==> config.mk <==
export PLATFORM = sky130hd
export DESIGN_NAME = rom_loader_ctrl
export DESIGN_NICKNAME = d
export VERILOG_FILES = /design/src/rtl/rom_loader_ctrl.sv
export SDC_FILE = /design/constraint.sdc
export NUM_CORES = 1
export LEC_CHECK = 0
export ABC_AREA = 1
export BUFFER_PORTS_ARGS = -buffer_cell sky130_fd_sc_hd__buf_4
export CORE_ASPECT_RATIO = 0.6
export CORE_MARGIN = 2
export CORE_UTILIZATION = 25
export CTS_CLUSTER_SIZE = 8
export DETAILED_ROUTE_END_ITERATION = 7
export GPL_TIMING_DRIVEN = 0
export PLACE_DENSITY = 0.51
export SYNTH_ARGS = -nofsm -noshare
export SYNTH_HDL_FRONTEND = slang
export SYNTH_SLANG_ARGS = --single-unit
==> constraint.sdc <==
create_clock -name clk_sys -period 6.5 [get_ports clk_sys]
set_input_delay 0.65 -clock clk_sys [delete_from_list [all_inputs] [get_ports clk_sys]]
set_output_delay 0.65 -clock clk_sys [all_outputs]
set_load 0.1 [all_outputs]
==> src/rtl/rom_loader_ctrl.sv <==
// ROM download controller: buffers HPS download bytes in a 4-entry FIFO and issues
// region-decoded writes to the ROM memories. Define ROM_LOADER_CHECKSUM_EN to add a byte checksum output.
module rom_loader_ctrl #(
  parameter logic [16:0] SND_BASE = 17'h0C000,
  parameter logic [16:0] GFX_BASE = 17'h0D000
) (
  input  logic        clk_sys,
  input  logic        reset_n,
  input  logic        ioctl_download,
  input  logic        ioctl_wr,
  input  logic [16:0] ioctl_addr,
  input  logic [7:0]  ioctl_dout,
  output logic        mem_req,
  input  logic        mem_ack,
  output logic [1:0]  mem_sel,
  output logic [15:0] mem_addr,
  output logic [7:0]  mem_data,
  output logic        cpu_hold,
  output logic        load_done,
  output logic        overflow
`ifdef ROM_LOADER_CHECKSUM_EN
  , output logic [7:0] checksum
`endif
);

  typedef enum logic [1:0] {IDLE, LOAD, DRAIN, DONE} state_t;
  state_t state, state_next;

  logic [24:0] fifo [4];
  logic [1:0]  wr_ptr, rd_ptr;
  logic [2:0]  count;
  logic        push, pop, ovf_set, enter_load;
  logic [16:0] head_addr;
  logic [1:0]  head_sel;
  logic [15:0] head_off;

  always_ff @(posedge clk_sys or negedge reset_n) begin
    if (!reset_n) state <= IDLE;
    else          state <= state_next;
  end

  always_comb begin
    state_next = state;
    cpu_hold   = 1'b1;
    load_done  = 1'b0;
    case (state)
      IDLE:  if (ioctl_download) state_next = LOAD;
      LOAD:  if (!ioctl_download) state_next = DRAIN;
      DRAIN: if (count == 3'd0 && !mem_req) state_next = DONE;
      DONE: begin
        cpu_hold  = 1'b0;
        load_done = 1'b1;
        if (ioctl_download) state_next = LOAD;
      end
      default: state_next = IDLE;
    endcase
  end

  assign enter_load = (state == IDLE || state == DONE) && state_next == LOAD;

  // A pop in the same cycle frees a slot, so a strobe into a full FIFO is still accepted.
  assign pop     = !mem_req && count != 3'd0;
  assign push    = ioctl_wr && state == LOAD && (count != 3'd4 || pop);
  assign ovf_set = ioctl_wr && state == LOAD && count == 3'd4 && !pop;

  always_ff @(posedge clk_sys) begin
    if (push) fifo[wr_ptr] <= {ioctl_addr, ioctl_dout};
  end

  always_ff @(posedge clk_sys or negedge reset_n) begin
    if (!reset_n) begin
      wr_ptr <= '0;
      rd_ptr <= '0;
      count  <= '0;
    end else begin
      if (push) wr_ptr <= wr_ptr + 2'd1;
      if (pop)  rd_ptr <= rd_ptr + 2'd1;
      count <= count + {2'b00, push} - {2'b00, pop};
    end
  end

  // Offsets only need the low 16 bits, so subtract on the truncated values.
  assign head_addr = fifo[rd_ptr][24:8];
  always_comb begin
    head_sel = 2'd0;
    head_off = head_addr[15:0];
    if (head_addr >= GFX_BASE) begin
      head_sel = 2'd2;
      head_off = head_addr[15:0] - GFX_BASE[15:0];
    end else if (head_addr >= SND_BASE) begin
      head_sel = 2'd1;
      head_off = head_addr[15:0] - SND_BASE[15:0];
    end
  end

  always_ff @(posedge clk_sys or negedge reset_n) begin
    if (!reset_n) begin
      mem_req  <= 1'b0;
      mem_sel  <= '0;
      mem_addr <= '0;
      mem_data <= '0;
    end else if (pop) begin
      mem_req  <= 1'b1;
      mem_sel  <= head_sel;
      mem_addr <= head_off;
      mem_data <= fifo[rd_ptr][7:0];
    end else if (mem_req && mem_ack) begin
      mem_req <= 1'b0;
    end
  end

  always_ff @(posedge clk_sys or negedge reset_n) begin
    if (!reset_n)        overflow <= 1'b0;
    else if (enter_load) overflow <= 1'b0;
    else if (ovf_set)    overflow <= 1'b1;
  end

`ifdef ROM_LOADER_CHECKSUM_EN
  always_ff @(posedge clk_sys or negedge reset_n) begin
    if (!reset_n)        checksum <= '0;
    else if (enter_load) checksum <= '0;
    else if (mem_req && mem_ack && state != DONE) checksum <= checksum + mem_data;
  end
`endif

endmodule

[Word-level counts from Yosys, hierarchy flattened]
Memories as Yosys holds them, arrays and structs flattened.
Cells that the tools add are included.
Operators by class
  $add $sub $neg: 6
  $lt $le $gt $ge: 2
  muxes and demuxes: 16
  equality and inequality tests: 6
  reductions and logical operators: 18
Operators by type and width (number)
  $ge 17x16->1 const B: 2
  $mux 16: 2
  $sub 16x16->16 const B: 2
  $mux 1: 9
  $logic_and 1x1->1: 8
  $mux 2: 4
  $pmux 2 s3: 1
  $add 2x1->2 const B: 2
  $eq 2x1->1 const B: 2
  $eq 2x2->1 const B: 2
  $reduce_bool 2->1: 2
  $add 3x1->3: 1
  $eq 3x3->1 const B: 1
  $logic_not 3->1: 1
  $ne 3x3->1 const B: 1
  $reduce_bool 3->1: 1
  $sub 3x1->3: 1
  $logic_not 1->1: 2
  $logic_not 2->1: 1
  $logic_or 1x1->1: 2
  $reduce_or 2->1: 1
Storage, ports and cells
  input bits: 30
  register bits: 37
  logic and storage cells: 58
  memories kept: 1
  RAM bits: 100
Memory list
  fifo: depth 4, bits a word 25, rd ports 1, clocked after Yosys merged registers in 0, wr ports 1, RTL line 29  | logic [24:0] fifo [4];

[Logic depth before layout (Yosys ltp)]
  depth after elaboration: 7
  gate-level depth with buffers: 20
  depth with buffers taken out: 18

[Worst setup path after synthesis]
Ideal clock, no wire load.
  path type: flip-flop to flip-flop
  start point: register mem_req
  end point: memory fifo[0][0], enable pin
  clock period less this slack: 2.748 ns
  stages on the path, launching flop included: 4
  arrival: 2.341 ns
  buffers on the path: 0
  path slack: 3.752 ns
  required time: 6.093 ns
  library setup time: 0.407 ns
  path through: dfrtp_1 > nand3_1 > nand3_1 > nor2_1
On the way
  cells in the longest elaborated chain, start to end: 6
RTL lines
  start: declaration: RTL line 13  | output logic mem_req,
  start signal: assignment: RTL line 98  | mem_req <= 1'b0;
  start signal: assignment: RTL line 103  | mem_req <= 1'b1;
  start signal: assignment: RTL line 108  | mem_req <= 1'b0;
  $logic_not 1->1: RTL line 62  | assign pop = !mem_req && count != 3'd0;
  $logic_and 1x1->1: RTL line 62
  $logic_or 1x1->1: RTL line 63  | assign push = ioctl_wr && state == LOAD && (count != 3'd4 || pop);
  $logic_and 1x1->1: RTL line 63
  $mux 1: RTL line 67  | if (push) fifo[wr_ptr] <= {ioctl_addr, ioctl_dout};
  $mux 1 (not written as such): RTL line 67
  end: declaration: RTL line 29
No other way between the ends.

[Worst setup path after layout]
  start point: register count[1]
  end point: register count[2]
On the way
  cells in the longest elaborated chain, start to end: 6
  elaborated cells between the ends (all ways): 7
RTL lines
  start: declaration: RTL line 31  | logic [2:0] count;
  start signal: assignment: RTL line 78  | count <= count + {2'b00, push} - {2'b00, pop};
  $reduce_bool 3->1 (*): RTL line 62
  $logic_and 1x1->1 (*): RTL line 62
  named net pop: RTL line 32  | logic push, pop, ovf_set, enter_load;
  $logic_or 1x1->1: RTL line 63
  $logic_and 1x1->1: RTL line 63
  $add 3x1->3: RTL line 78
  $sub 3x1->3 (*): RTL line 78
The timed path passes the listed nets; every way through them passes the cells marked *.
A chain may end at the register's enable or synchronous reset.

==> Implementation_results.wiki <==
{| class="wikitable"
! Metric !! Value
|-
| Area overhead of the layout relative to synthesis || 26.7%
|-
| Post-synthesis instance area || 5730 sq um
|-
| Die width || 199 um
|-
| Core area || 22,300 sq um
|-
| Worst-path clk slew || 0.06 ns
|-
| Root Driver || clkbuf_16
|-
| Yosys reg bits || 137
|-
| Arrival time of the worst setup path || 2.88 ns
|-
| Worst clock skew on the final layout || 0.00603 ns
|-
| Length of the first detailed-routing pass in iterations || 5
|-
| Leading cell type in the layout, fill and taps excluded || nand2_1
|-
| Avg Synthesized Cell Area || 11.3 sq um
|-
| Total I/O pin count || 60
|-
| Startpoint of the lowest-slack register-to-register path || count[1]
|-
| Period Utilization, post-route || 0.395
|-
| Ant. Diodes || 0
|-
| Setup-failing EPs final || 0
|-
| CTS tree || yes
|-
| Max-slew headroom || 0.381
|-
| Count of vias placed by the detailed router || 3,830
|-
| H-tree lvl count || 4
|-
| Leading cell types in the layout, fill and taps excluded || nand2_1, edfxtp_1, buf_4, nor2_1, nand3_1
|-
| GPL Wtd Cong || 0.808
|-
| Number of hold violations in the final report || 0
|-
| Count of mapped cells out of synthesis || 507
|-
| Slowest stage cell, crit path || dfrtp_1
|-
| Share of the core filled with cells || 0.326
|-
| Type of origin of the critical path || flip-flop
|-
| Post-DR wirelength/cell || 15.8 um
|-
| Synthesized netlist net count || 552
|-
| # resized after CTS || 0
|-
| Netlist cell types || 26
|-
| CP Cell Sequence || nor2_1 > nand2_1 > nand2_1 > clkinv_1 > buf_2 > ha_1 > inv_1 > ha_1 > inv_1 > fa_1 > xnor2_1
|-
| Total number of yosys warnings || 0
|-
| Register area share after synthesis || 0.685
|-
| Max Fanout on Critical Path || 10
|-
| Total routing resource utilization after global routing || 0.129
|-
| Critical path required time || 6.81 ns
|-
| Die span in y || 121 um
|-
| Cts bufs inserted || 17
|-
| Initial DRC Count || 319
|-
| Max-cap violation count || 0
|-
| Final antenna-violating net count || 0
|-
| Timing startpoint of the critical path || count[1]
|-
| Number of antenna violations at the first check in global routing || 0
|-
| RSZ-0062 raised after global routing || false
|-
| Final critical delay including setup and external delays || 2.57 ns
|-
| Worst Tran Pin Value || 0.927 ns
|-
| Crit end category || flip-flop
|-
| Cts-stage hold buffer count || 0
|-
| TritonCTS Sinks || 137
|-
| Worst setup path class || reg -> reg
|-
| Row count || 42
|-
| Vias in the first global route || 3,878
|-
| Per-cell via count in the routed design || 4.21
|-
| Fraction of met1 tracks used by global routing || 0.177
|-
| IO Port Bufs || 59
|-
| GR met2 Demand/Resource || 0.188
|-
| HPWL Detailed || 9990 um
|-
| Post-detailed-route DRC marker count || 0
|-
| Number of buffers on the longest clock path || 2
|-
| Met3 demand-to-capacity share in global routing || 0.0453
|-
| Post-CTS setup buffer count || 0
|-
| Type of the most critical hold path || in -> async
|-
| Result of the run || complete, no violations
|-
| Global route hottest layer || met2
|-
| Initial cell density of the core || 0.257
|-
| Wire length of the first global-routing pass || 22,100 um
|-
| Slowest stage delay, CP || 0.43 ns
|-
| Number of max-slew violations in the final report || 0
|-
| Die area || 24,200 sq um
|-
| Maximum number of pins on one net before global-route repair || 38
|-
| Wirelength, routed || 14,300 um
|-
| Clock insertion delay at the later pin of the skew report || 0.43 ns
|-
| Layout cell share with drive strength beyond 1 || 0.215
|-
| Max Fclk || 389 MHz
|-
| Total global routing overflow || 0
|-
| Layout net count || 633
|-
| Setup total negative slack || 0 ns
|}
[metrics by stage]
stage	cell area [sq um]	instances	setup WS (ns)	hold WS, ns
4_1_cts	7260	909	3.87	0.203
2_1_floorplan	5730	507	3.75	0.354
5_1_grt	7260	909	3.63	0.237
3_3_place_gp	6560	874	2.79	0.478
3_5_place_dp	6660	877	3.90	0.479
6_report	7260	909	3.93	0.209
[synth_stat cells]
cell type	n	share of area
nand2_2	10	0.011
nor2_2	2	0.0022
a31oi_1	8	0.0087
xor2_1	2	0.0031
a21oi_1	4	0.0035
o21ai_0	32	0.028
fa_1	1	0.0035
inv_4	2	0.0022
ha_1	14	0.031
edfxtp_1	100	0.52
o211ai_1	1	0.0013
nor2_1	59	0.039
buf_4	4	0.0052
inv_1	28	0.018
o21ai_1	2	0.0017
clkinv_1	1	0.00065
a211oi_1	1	0.0013
xnor2_1	2	0.0031
nand3_1	42	0.037
nand3_2	2	0.0035
buf_2	4	0.0035
dfrtp_1	37	0.16
nand2_1	134	0.088
o21a_1	2	0.0026
clkbuf_1	6	0.0039
buf_6	7	0.014
[sequential cells by signal, indices dropped and copies added, names as in the netlist]
name and count:
wr_ptr 2, count 3, overflow 1, mem_addr 16, mem_sel 2, rd_ptr 2
fifo 100, state 2, mem_data 8, mem_req 1
[worst max-delay path: cells and delay by family, from the launching register on]
| kind | cells | cell delay, ns |
|---|---|---|
| buf+inv | 4 | 0.68 |
| simple gates | 3 | 0.39 |
| fa+ha+maj | 3 | 0.83 |
| flops | 1 | 0.43 |
| xor+xnor | 1 | 0.14 |
[kinds of logic after synthesis]
logic type / synth area share
buffers and inverters: 0.0476
AND/OR/NAND/NOR: 0.180
AO/OA/AOI/OAI: 0.0472
flip-flops: 0.685
adder cells (fa/ha/maj): 0.0341
XOR/XNOR: 0.00611
[layer usage]
metal  part of all wire  routed length [um]
met5                  0                   0
met4              0.011                 162
met3              0.077                1110
met2               0.43                6220
met1               0.48                6830
[worst paths after layout]
check | to | slack (ns) | depth (start not counted)
worst min register to register | mem_addr[8] | 0.49 | 2
min in group clk_sys | fifo[1][2] | 0.42 | 1
worst max register to register | count[2] | 3.93 | 11
worst max-delay path | count[2] | 3.93 | 11
worst min-delay path | mem_addr[5] | 0.21 | 1
max in group asynchronous | mem_data[4] | 5.93 | 1
[area by class of cell]
| class | instances | area (sq um) |
|---|---|---|
| Clock buffer | 17 | 425 |
| Timing Repair Buffer | 62 | 510 |
| Tap cell | 308 | 385 |
| Inverter | 31 | 121 |
| Fill cell | 2238 | 15000 |
| Multi-Input combinational cell | 318 | 1560 |
| Clock inverter | 15 | 180 |
| Sequential cell | 137 | 3930 |
| Buffer | 21 | 151 |
Power is not shown: default switching activity piles up to over one toggle a cycle in this logic, so the estimate is an artifact.
